[src/rtl/sa_read_channel_pkg.sv]
// Shared definitions for the slave-side arbitration stages (read and write channels).
package sa_read_channel_pkg;

  localparam int unsigned TRANS_MST_ID_W_DFLT    = 5;
  localparam int unsigned TRANS_BURST_W_DFLT     = 2;
  localparam int unsigned TRANS_DATA_LEN_W_DFLT  = 3;
  localparam int unsigned TRANS_DATA_SIZE_W_DFLT = 3;
  localparam int unsigned TRANS_WR_RESP_W_DFLT   = 2;

  // Master index width; a single master still needs one bit to carry an index.
  function automatic int unsigned mst_id_w(input int unsigned amt);
    return (amt > 1) ? $clog2(amt) : 1;
  endfunction

  // Round-robin pointer after granting g: the next master in wrap-around order.
  function automatic int unsigned rr_next(input int unsigned g, input int unsigned amt);
    return (g + 1 >= amt) ? 0 : g + 1;
  endfunction

endpackage

[src/rtl/sa_order_fifo.sv]
// Order FIFO holding the owning master index of each read transaction in flight.
module sa_order_fifo #(
  parameter int unsigned WIDTH = 1,
  parameter int unsigned DEPTH = 8
) (
  input  logic             clk_i,
  input  logic             rst_ni,
  input  logic             push_i,
  input  logic [WIDTH-1:0] wdata_i,
  input  logic             pop_i,
  output logic [WIDTH-1:0] rdata_o,
  output logic             full_o,
  output logic             almost_full_o,
  output logic             empty_o
);

  localparam int unsigned PTR_W = (DEPTH > 1) ? $clog2(DEPTH) : 1;

  logic [WIDTH-1:0] mem_q [DEPTH];
  logic [PTR_W-1:0] wptr_q, rptr_q;
  logic [PTR_W:0]   cnt_q;
  logic             do_push, do_pop;

  assign full_o        = (cnt_q == (PTR_W + 1)'(DEPTH));
  assign almost_full_o = (cnt_q == (PTR_W + 1)'(DEPTH - 1));
  assign empty_o       = (cnt_q == '0);
  assign rdata_o       = mem_q[rptr_q];

  // A pop in the same cycle frees the slot, so a push into a full FIFO still lands.
  assign do_pop  = pop_i & ~empty_o;
  assign do_push = push_i & (~full_o | do_pop);

  always_ff @(posedge clk_i or negedge rst_ni) begin
    if (!rst_ni) begin
      wptr_q <= '0;
      rptr_q <= '0;
      cnt_q  <= '0;
      for (int i = 0; i < DEPTH; i++) mem_q[i] <= '0;
    end else begin
      if (do_push) begin
        mem_q[wptr_q] <= wdata_i;
        wptr_q        <= wptr_q + PTR_W'(1);
      end
      if (do_pop) rptr_q <= rptr_q + PTR_W'(1);
      if (do_push && !do_pop)      cnt_q <= cnt_q + (PTR_W + 1)'(1);
      else if (!do_push && do_pop) cnt_q <= cnt_q - (PTR_W + 1)'(1);
    end
  end

endmodule

[src/rtl/sa_read_channel.sv]
// Per-slave read arbitration: round-robin AR grant into a register slice, in-order R return
// routed to the owning dispatcher via the order FIFO.
module sa_read_channel
  import sa_read_channel_pkg::*;
#(
  parameter int unsigned MST_AMT           = 2,
  parameter int unsigned OUTSTANDING_AMT   = 8,
  parameter int unsigned DATA_WIDTH        = 32,
  parameter int unsigned ADDR_WIDTH        = 32,
  parameter int unsigned TRANS_MST_ID_W    = TRANS_MST_ID_W_DFLT,
  parameter int unsigned TRANS_BURST_W     = TRANS_BURST_W_DFLT,
  parameter int unsigned TRANS_DATA_LEN_W  = TRANS_DATA_LEN_W_DFLT,
  parameter int unsigned TRANS_DATA_SIZE_W = TRANS_DATA_SIZE_W_DFLT,
  parameter int unsigned TRANS_WR_RESP_W   = TRANS_WR_RESP_W_DFLT,
  parameter int unsigned MST_ID_W          = mst_id_w(MST_AMT)
) (
  input  logic                                  ACLK_i,
  input  logic                                  ARESETn_i,
  input  logic [TRANS_MST_ID_W*MST_AMT-1:0]     dsp_ARID_i,
  input  logic [ADDR_WIDTH*MST_AMT-1:0]         dsp_ARADDR_i,
  input  logic [TRANS_BURST_W*MST_AMT-1:0]      dsp_ARBURST_i,
  input  logic [TRANS_DATA_LEN_W*MST_AMT-1:0]   dsp_ARLEN_i,
  input  logic [TRANS_DATA_SIZE_W*MST_AMT-1:0]  dsp_ARSIZE_i,
  input  logic [MST_AMT-1:0]                    dsp_ARVALID_i,
  input  logic [MST_AMT-1:0]                    dsp_AR_outst_full_i,
  output logic [MST_AMT-1:0]                    dsp_ARREADY_o,
  output logic [TRANS_MST_ID_W-1:0]             dsp_RID_o,
  output logic [DATA_WIDTH-1:0]                 dsp_RDATA_o,
  output logic [TRANS_WR_RESP_W-1:0]            dsp_RRESP_o,
  output logic                                  dsp_RLAST_o,
  output logic [MST_AMT-1:0]                    dsp_RVALID_o,
  input  logic [MST_AMT-1:0]                    dsp_RREADY_i,
  output logic [TRANS_MST_ID_W-1:0]             s_ARID_o,
  output logic [ADDR_WIDTH-1:0]                 s_ARADDR_o,
  output logic [TRANS_BURST_W-1:0]              s_ARBURST_o,
  output logic [TRANS_DATA_LEN_W-1:0]           s_ARLEN_o,
  output logic [TRANS_DATA_SIZE_W-1:0]          s_ARSIZE_o,
  output logic                                  s_ARVALID_o,
  input  logic                                  s_ARREADY_i,
  input  logic [TRANS_MST_ID_W-1:0]             s_RID_i,
  input  logic [DATA_WIDTH-1:0]                 s_RDATA_i,
  input  logic [TRANS_WR_RESP_W-1:0]            s_RRESP_i,
  input  logic                                  s_RLAST_i,
  input  logic                                  s_RVALID_i,
  output logic                                  s_RREADY_o
);

  logic [TRANS_MST_ID_W-1:0]    arid   [MST_AMT];
  logic [ADDR_WIDTH-1:0]        araddr [MST_AMT];
  logic [TRANS_BURST_W-1:0]     arburst[MST_AMT];
  logic [TRANS_DATA_LEN_W-1:0]  arlen  [MST_AMT];
  logic [TRANS_DATA_SIZE_W-1:0] arsize [MST_AMT];

  for (genvar m = 0; m < MST_AMT; m++) begin : g_unpack
    assign arid[m]    = dsp_ARID_i[m*TRANS_MST_ID_W +: TRANS_MST_ID_W];
    assign araddr[m]  = dsp_ARADDR_i[m*ADDR_WIDTH +: ADDR_WIDTH];
    assign arburst[m] = dsp_ARBURST_i[m*TRANS_BURST_W +: TRANS_BURST_W];
    assign arlen[m]   = dsp_ARLEN_i[m*TRANS_DATA_LEN_W +: TRANS_DATA_LEN_W];
    assign arsize[m]  = dsp_ARSIZE_i[m*TRANS_DATA_SIZE_W +: TRANS_DATA_SIZE_W];
  end

  logic [MST_AMT-1:0]  req;
  logic [MST_ID_W-1:0] ptr_q, gnt_idx, cand, idx_q, head;
  logic                gnt_vld, load, ar_hs, ar_push, r_pop;
  logic                fifo_full, fifo_afull, fifo_empty, fifo_full_adj;

  assign req = dsp_ARVALID_i & ~dsp_AR_outst_full_i;

  always_comb begin
    gnt_idx = '0;
    gnt_vld = 1'b0;
    cand    = '0;
    for (int k = 0; k < MST_AMT; k++) begin
      cand = MST_ID_W'((int'(ptr_q) + k) % MST_AMT);
      if (!gnt_vld && req[cand]) begin
        gnt_vld = 1'b1;
        gnt_idx = cand;
      end
    end
  end

  // The register's pending push is counted so a loaded request always has a FIFO slot.
  assign ar_push       = s_ARVALID_o & s_ARREADY_i;
  assign fifo_full_adj = fifo_full | (fifo_afull & ar_push);
  assign load          = (~s_ARVALID_o | s_ARREADY_i) & ~fifo_full_adj;
  assign ar_hs         = load & gnt_vld;

  always_comb begin
    dsp_ARREADY_o = '0;
    if (ar_hs && ARESETn_i) dsp_ARREADY_o[gnt_idx] = 1'b1;
  end

  always_ff @(posedge ACLK_i or negedge ARESETn_i) begin
    if (!ARESETn_i) begin
      s_ARVALID_o <= 1'b0;
      s_ARID_o    <= '0;
      s_ARADDR_o  <= '0;
      s_ARBURST_o <= '0;
      s_ARLEN_o   <= '0;
      s_ARSIZE_o  <= '0;
      idx_q       <= '0;
      ptr_q       <= '0;
    end else if (ar_hs) begin
      s_ARVALID_o <= 1'b1;
      s_ARID_o    <= arid[gnt_idx];
      s_ARADDR_o  <= araddr[gnt_idx];
      s_ARBURST_o <= arburst[gnt_idx];
      s_ARLEN_o   <= arlen[gnt_idx];
      s_ARSIZE_o  <= arsize[gnt_idx];
      idx_q       <= gnt_idx;
      ptr_q       <= MST_ID_W'(rr_next(32'(gnt_idx), MST_AMT));
    end else if (s_ARREADY_i) begin
      s_ARVALID_o <= 1'b0;
    end
  end

  sa_order_fifo #(
    .WIDTH (MST_ID_W),
    .DEPTH (OUTSTANDING_AMT)
  ) u_order_fifo (
    .clk_i         (ACLK_i),
    .rst_ni        (ARESETn_i),
    .push_i        (ar_push),
    .wdata_i       (idx_q),
    .pop_i         (r_pop),
    .rdata_o       (head),
    .full_o        (fifo_full),
    .almost_full_o (fifo_afull),
    .empty_o       (fifo_empty)
  );

  always_comb begin
    dsp_RVALID_o = '0;
    if (!fifo_empty) dsp_RVALID_o[head] = s_RVALID_i;
  end

  assign s_RREADY_o  = dsp_RREADY_i[head] & ~fifo_empty;
  assign r_pop       = s_RVALID_i & s_RREADY_o & s_RLAST_i;
  assign dsp_RID_o   = s_RID_i;
  assign dsp_RDATA_o = s_RDATA_i;
  assign dsp_RRESP_o = s_RRESP_i;
  assign dsp_RLAST_o = s_RLAST_i;

endmodule

[config.mk]
export PLATFORM = sky130hd
export DESIGN_NAME = sa_read_channel
export DESIGN_NICKNAME = d
export VERILOG_FILES = /design/src/rtl/sa_read_channel_pkg.sv /design/src/rtl/sa_order_fifo.sv /design/src/rtl/sa_read_channel.sv
export SDC_FILE = /design/constraint.sdc
export NUM_CORES = 1
export LEC_CHECK = 0
export BUFFER_PORTS_ARGS = -buffer_cell sky130_fd_sc_hd__clkbuf_2
export CAP_MARGIN = 20
export CORE_MARGIN = 2
export CORE_UTILIZATION = 35
export CTS_BUF_LIST = sky130_fd_sc_hd__clkbuf_8
export DETAILED_ROUTE_END_ITERATION = 12
export GPL_ROUTABILITY_DRIVEN = 0
export PLACE_DENSITY = 0.67
export SYNTH_ARGS = -nofsm -noshare
export SYNTH_HDL_FRONTEND = slang
export SYNTH_SLANG_ARGS = --single-unit
[constraint.sdc]
create_clock -name ACLK_i -period 3.7 [get_ports ACLK_i]
set_input_delay 0.555 -clock ACLK_i [delete_from_list [all_inputs] [get_ports ACLK_i]]
set_output_delay 0.555 -clock ACLK_i [all_outputs]
set_load 0.02 [all_outputs]
==> out/metrics.json <==
{
  "row_count": 36,
  "cts_repair_resize_count": 0,
  "die_width_um": 104,
  "power_leakage_nw": 2.05,
  "crit_path_cell_trace": "mux4_2, mux2_2, mux2i_1, inv_2, a21boi_2, ha_1, inv_1, ha_1, a21o_1, a21oi_1, xnor2_1, nor2_1, xnor2_1",
  "hold_path_class": "in -> async",
  "slew_viol_final": 0,
  "postRouteWirelength_mm": 7.68,
  "worst_ep_arrival_time_ns": 3.39,
  "fmax_mhz": 316,
  "p_per_area_mw_per_mm2": 785,
  "clkSinkCount": 66,
  "clk_pin_slew_worst_paths_ns": 0.07,
  "die_outline_area_mm2": 0.0109,
  "crit_path_top_delay_cell": "sky130_fd_sc_hd__mux4_2",
  "antenna_found_initial": 0,
  "cts_tree": "done",
  "avgViaCountPerCell": 4.82,
  "grt_setup_unrepaired": "no",
  "io_buffers": 152,
  "post-place-ws_ns": 0.515,
  "clock_skew_ns": 0.00711,
  "mappedNetlistArea_mm2": 0.00353,
  "period_utilization_pct": 85.6,
  "fillCellCount": 948,
  "die-height_um": 104,
  "ys_seq_area_share_pct": 46.8,
  "startpoint_type": "flop",
  "postSynthCellCount": 340,
  "cp_slowest_stage_delay_ns": 0.54,
  "dr.first_iter.drc_count": 94,
  "worst_r2r_startpoint": "u_order_fifo.rptr_q[0]",
  "avgRoutedWirePerCell_um": 13.1,
  "drt_pre_antenna_iters": 4,
  "crit_path_end_kind": "flop",
  "stdcell_area_mm2": 0.00434,
  "max_slew_margin_pct": 41.8,
  "synth_area_per_cell_um2": 10.4,
  "antenna_diode_count": 0,
  "worstPathRequired_ns": 3.92,
  "report.final.setup_viol": 0,
  "ctsLongestPathBuffers": 2,
  "coreArea_mm2": 0.00977,
  "postCtsSetupBuffers": 0,
  "grt_start_max_net_pins": 95,
  "cts_bufs_inserted": 9,
  "antenna_violating_nets_post_route": 0,
  "final_core_util_pct": 44.4,
  "setup_total_negative_slack_ns": 0,
  "grt_first_pass_wirelength_mm": 12.7,
  "dpl-instance-area_mm2": 0.00415,
  "floorplan.initialDensity_pct": 36.1,
  "p_r_area_growth_vs_syn_pct": 23.1,
  "critical-path-top-delay-family": "multiplexers",
  "cap_violations": 0,
  "post_cts_hold_buffer_count": 0,
  "nets": 597,
  "global_route.overflow_total": 0,
  "ys_seq_elements": 66,
  "crit_buf_inv": 2,
  "critical_path_class": "reg -> reg",
  "vias_in_the_first_global_route": 2835,
  "gr-usage-all-layers_pct": 14.2,
  "postLayoutSetupSlackWorst_ns": 0.532,
  "i_o_pin_total": 231,
  "place_hpwl_mm": 5.70,
  "run_status": "complete, no violations",
  "master_cell_of_the_clock_root_buffer": "sky130_fd_sc_hd__clkbuf_8",
  "most_frequent_standard_cell_in_the_layout_excluding_fill_and_tap_cells": "sky130_fd_sc_hd__clkbuf_2",
  "layout_common_cells": "151 x sky130_fd_sc_hd__clkbuf_2, 66 x sky130_fd_sc_hd__dfrtp_1, 50 x sky130_fd_sc_hd__nor2_1",
  "worst_skew_pair.late_latency_ns": 0.33,
  "slew_at_the_pin_closest_to_its_max_slew_limit_ns": 0.872,
  "hold_viol_final": 0,
  "final_layout_size_suffix_gt1_share_pct": 40.4,
  "htree_num_levels": 3,
  "drt_drc_violations_left": 0,
  "largest_fanout_of_any_net_on_the_critical_path": 4,
  "max-vdd-ir-drop_mv": 0.306,
  "power.total_mw": 3.41,
  "min_period_ns": 3.17,
  "yosysUniqueCellTypes": 30,
  "worst_setup_path_startpoint": "u_order_fifo.rptr_q[0]",
  "routed-via-count": 2836,
  "yosysWarningCount": 0,
  "synth_fp_nets": 486
}
-- stage by stage --
stage	std cells	hold WS [ns]
detailed placement	573	0.480
CTS	588	0.484
global placement	573	0.471
floorplan	340	0.259
global route	588	0.510
finish	588	0.428
-- report_power, final --
group,switching [mW],leakage [nW],internal (mW)
clock network,0.272,0.0941,0.323
logic,0.901,1.20,0.593
registers,0.250,0.755,1.07
-- synth_stat cells --
cell                        number  area [µm²]
sky130_fd_sc_hd__a21boi_2        1        11.3
sky130_fd_sc_hd__a21o_1          2        15.0
sky130_fd_sc_hd__a21oi_1        49         245
sky130_fd_sc_hd__a221oi_1        1        8.76
sky130_fd_sc_hd__a32o_1          8        80.1
sky130_fd_sc_hd__a41o_1          1        10.0
sky130_fd_sc_hd__and2_1          5        31.3
sky130_fd_sc_hd__buf_1           9        33.8
sky130_fd_sc_hd__buf_2           3        15.0
sky130_fd_sc_hd__buf_4          41         308
sky130_fd_sc_hd__clkbuf_1        5        18.8
sky130_fd_sc_hd__dfrtp_1        66        1650
sky130_fd_sc_hd__fa_1            1        20.0
sky130_fd_sc_hd__ha_1            5        62.6
sky130_fd_sc_hd__inv_1           4        15.0
sky130_fd_sc_hd__inv_2           1        3.75
sky130_fd_sc_hd__mux2_2          5        56.3
sky130_fd_sc_hd__mux2i_1        47         470
sky130_fd_sc_hd__mux4_2          2        45.0
sky130_fd_sc_hd__nand2_1         5        18.8
sky130_fd_sc_hd__nand2b_1        2        12.5
sky130_fd_sc_hd__nand3_1         2        10.0
sky130_fd_sc_hd__nor2_1         51         191
sky130_fd_sc_hd__nor2b_1         4        25.0
sky130_fd_sc_hd__nor3_1          2        10.0
sky130_fd_sc_hd__o2111ai_1       8        70.1
sky130_fd_sc_hd__o21ai_0         1        5.00
sky130_fd_sc_hd__o41a_1          1        11.3
sky130_fd_sc_hd__xnor2_1         7        61.3
sky130_fd_sc_hd__xor2_1          1        8.76
-- registers in the layout, summed over array words and instances (netlist names) --
signal	count
s_ARADDR_o	32
u_order_fifo.mem_q	8
s_ARID_o	5
u_order_fifo.cnt_q	4
s_ARLEN_o	3
s_ARSIZE_o	3
u_order_fifo.rptr_q	3
u_order_fifo.wptr_q	3
s_ARBURST_o	2
idx_q	1
ptr_q	1
s_ARVALID_o	1
-- cells by family (layout without fill, tap and decap cells) --
kind of cell,Yosys count,after routing,share of synthesized area [%]
compound gates,72,72,13.0
xor+xnor,8,8,1.99
fa+ha+maj,6,6,2.34
buf+inv,63,178,11.2
flops,66,66,46.8
mux,54,54,16.2
simple gates,71,71,8.48
-- layout make-up --
class	count	area (µm²)	share of cell area, %
flip-flops and latches	66	1650	38.1
multi-input cells	211	1510	34.7
repair buffers	158	806	18.6
well taps	133	166	3.83
clock buffers	10	138	3.17
clock inverters	5	55.1	1.27
inverters	5	18.8	0.432
-- layer usage --
layer  vias to the layer above  GRT usage (%)  part of all wire (%)
li1                       1372              -                     -
met1                      1325           16.3                    42
met2                       110           24.9                    50
met3                        29           3.20                   5.5
met4                         0           6.85                   2.3
met5                         -              0                     0
-- path summary, 6_finish.rpt --
path                                           to  slack, ns  cells past startpoint
max                         u_order_fifo.cnt_q[3]       0.53                     13
min                        u_order_fifo.rptr_q[0]       0.43                      2
max reg2reg                 u_order_fifo.cnt_q[3]       0.53                     13
min reg2reg                 u_order_fifo.mem_q[6]       0.49                      1
max in group asynchronous             s_ARID_o[2]       2.71                      2
min in group ACLK_i         u_order_fifo.mem_q[6]       0.49                      1
No activity file was read; power rests on OpenSTA's default activity.
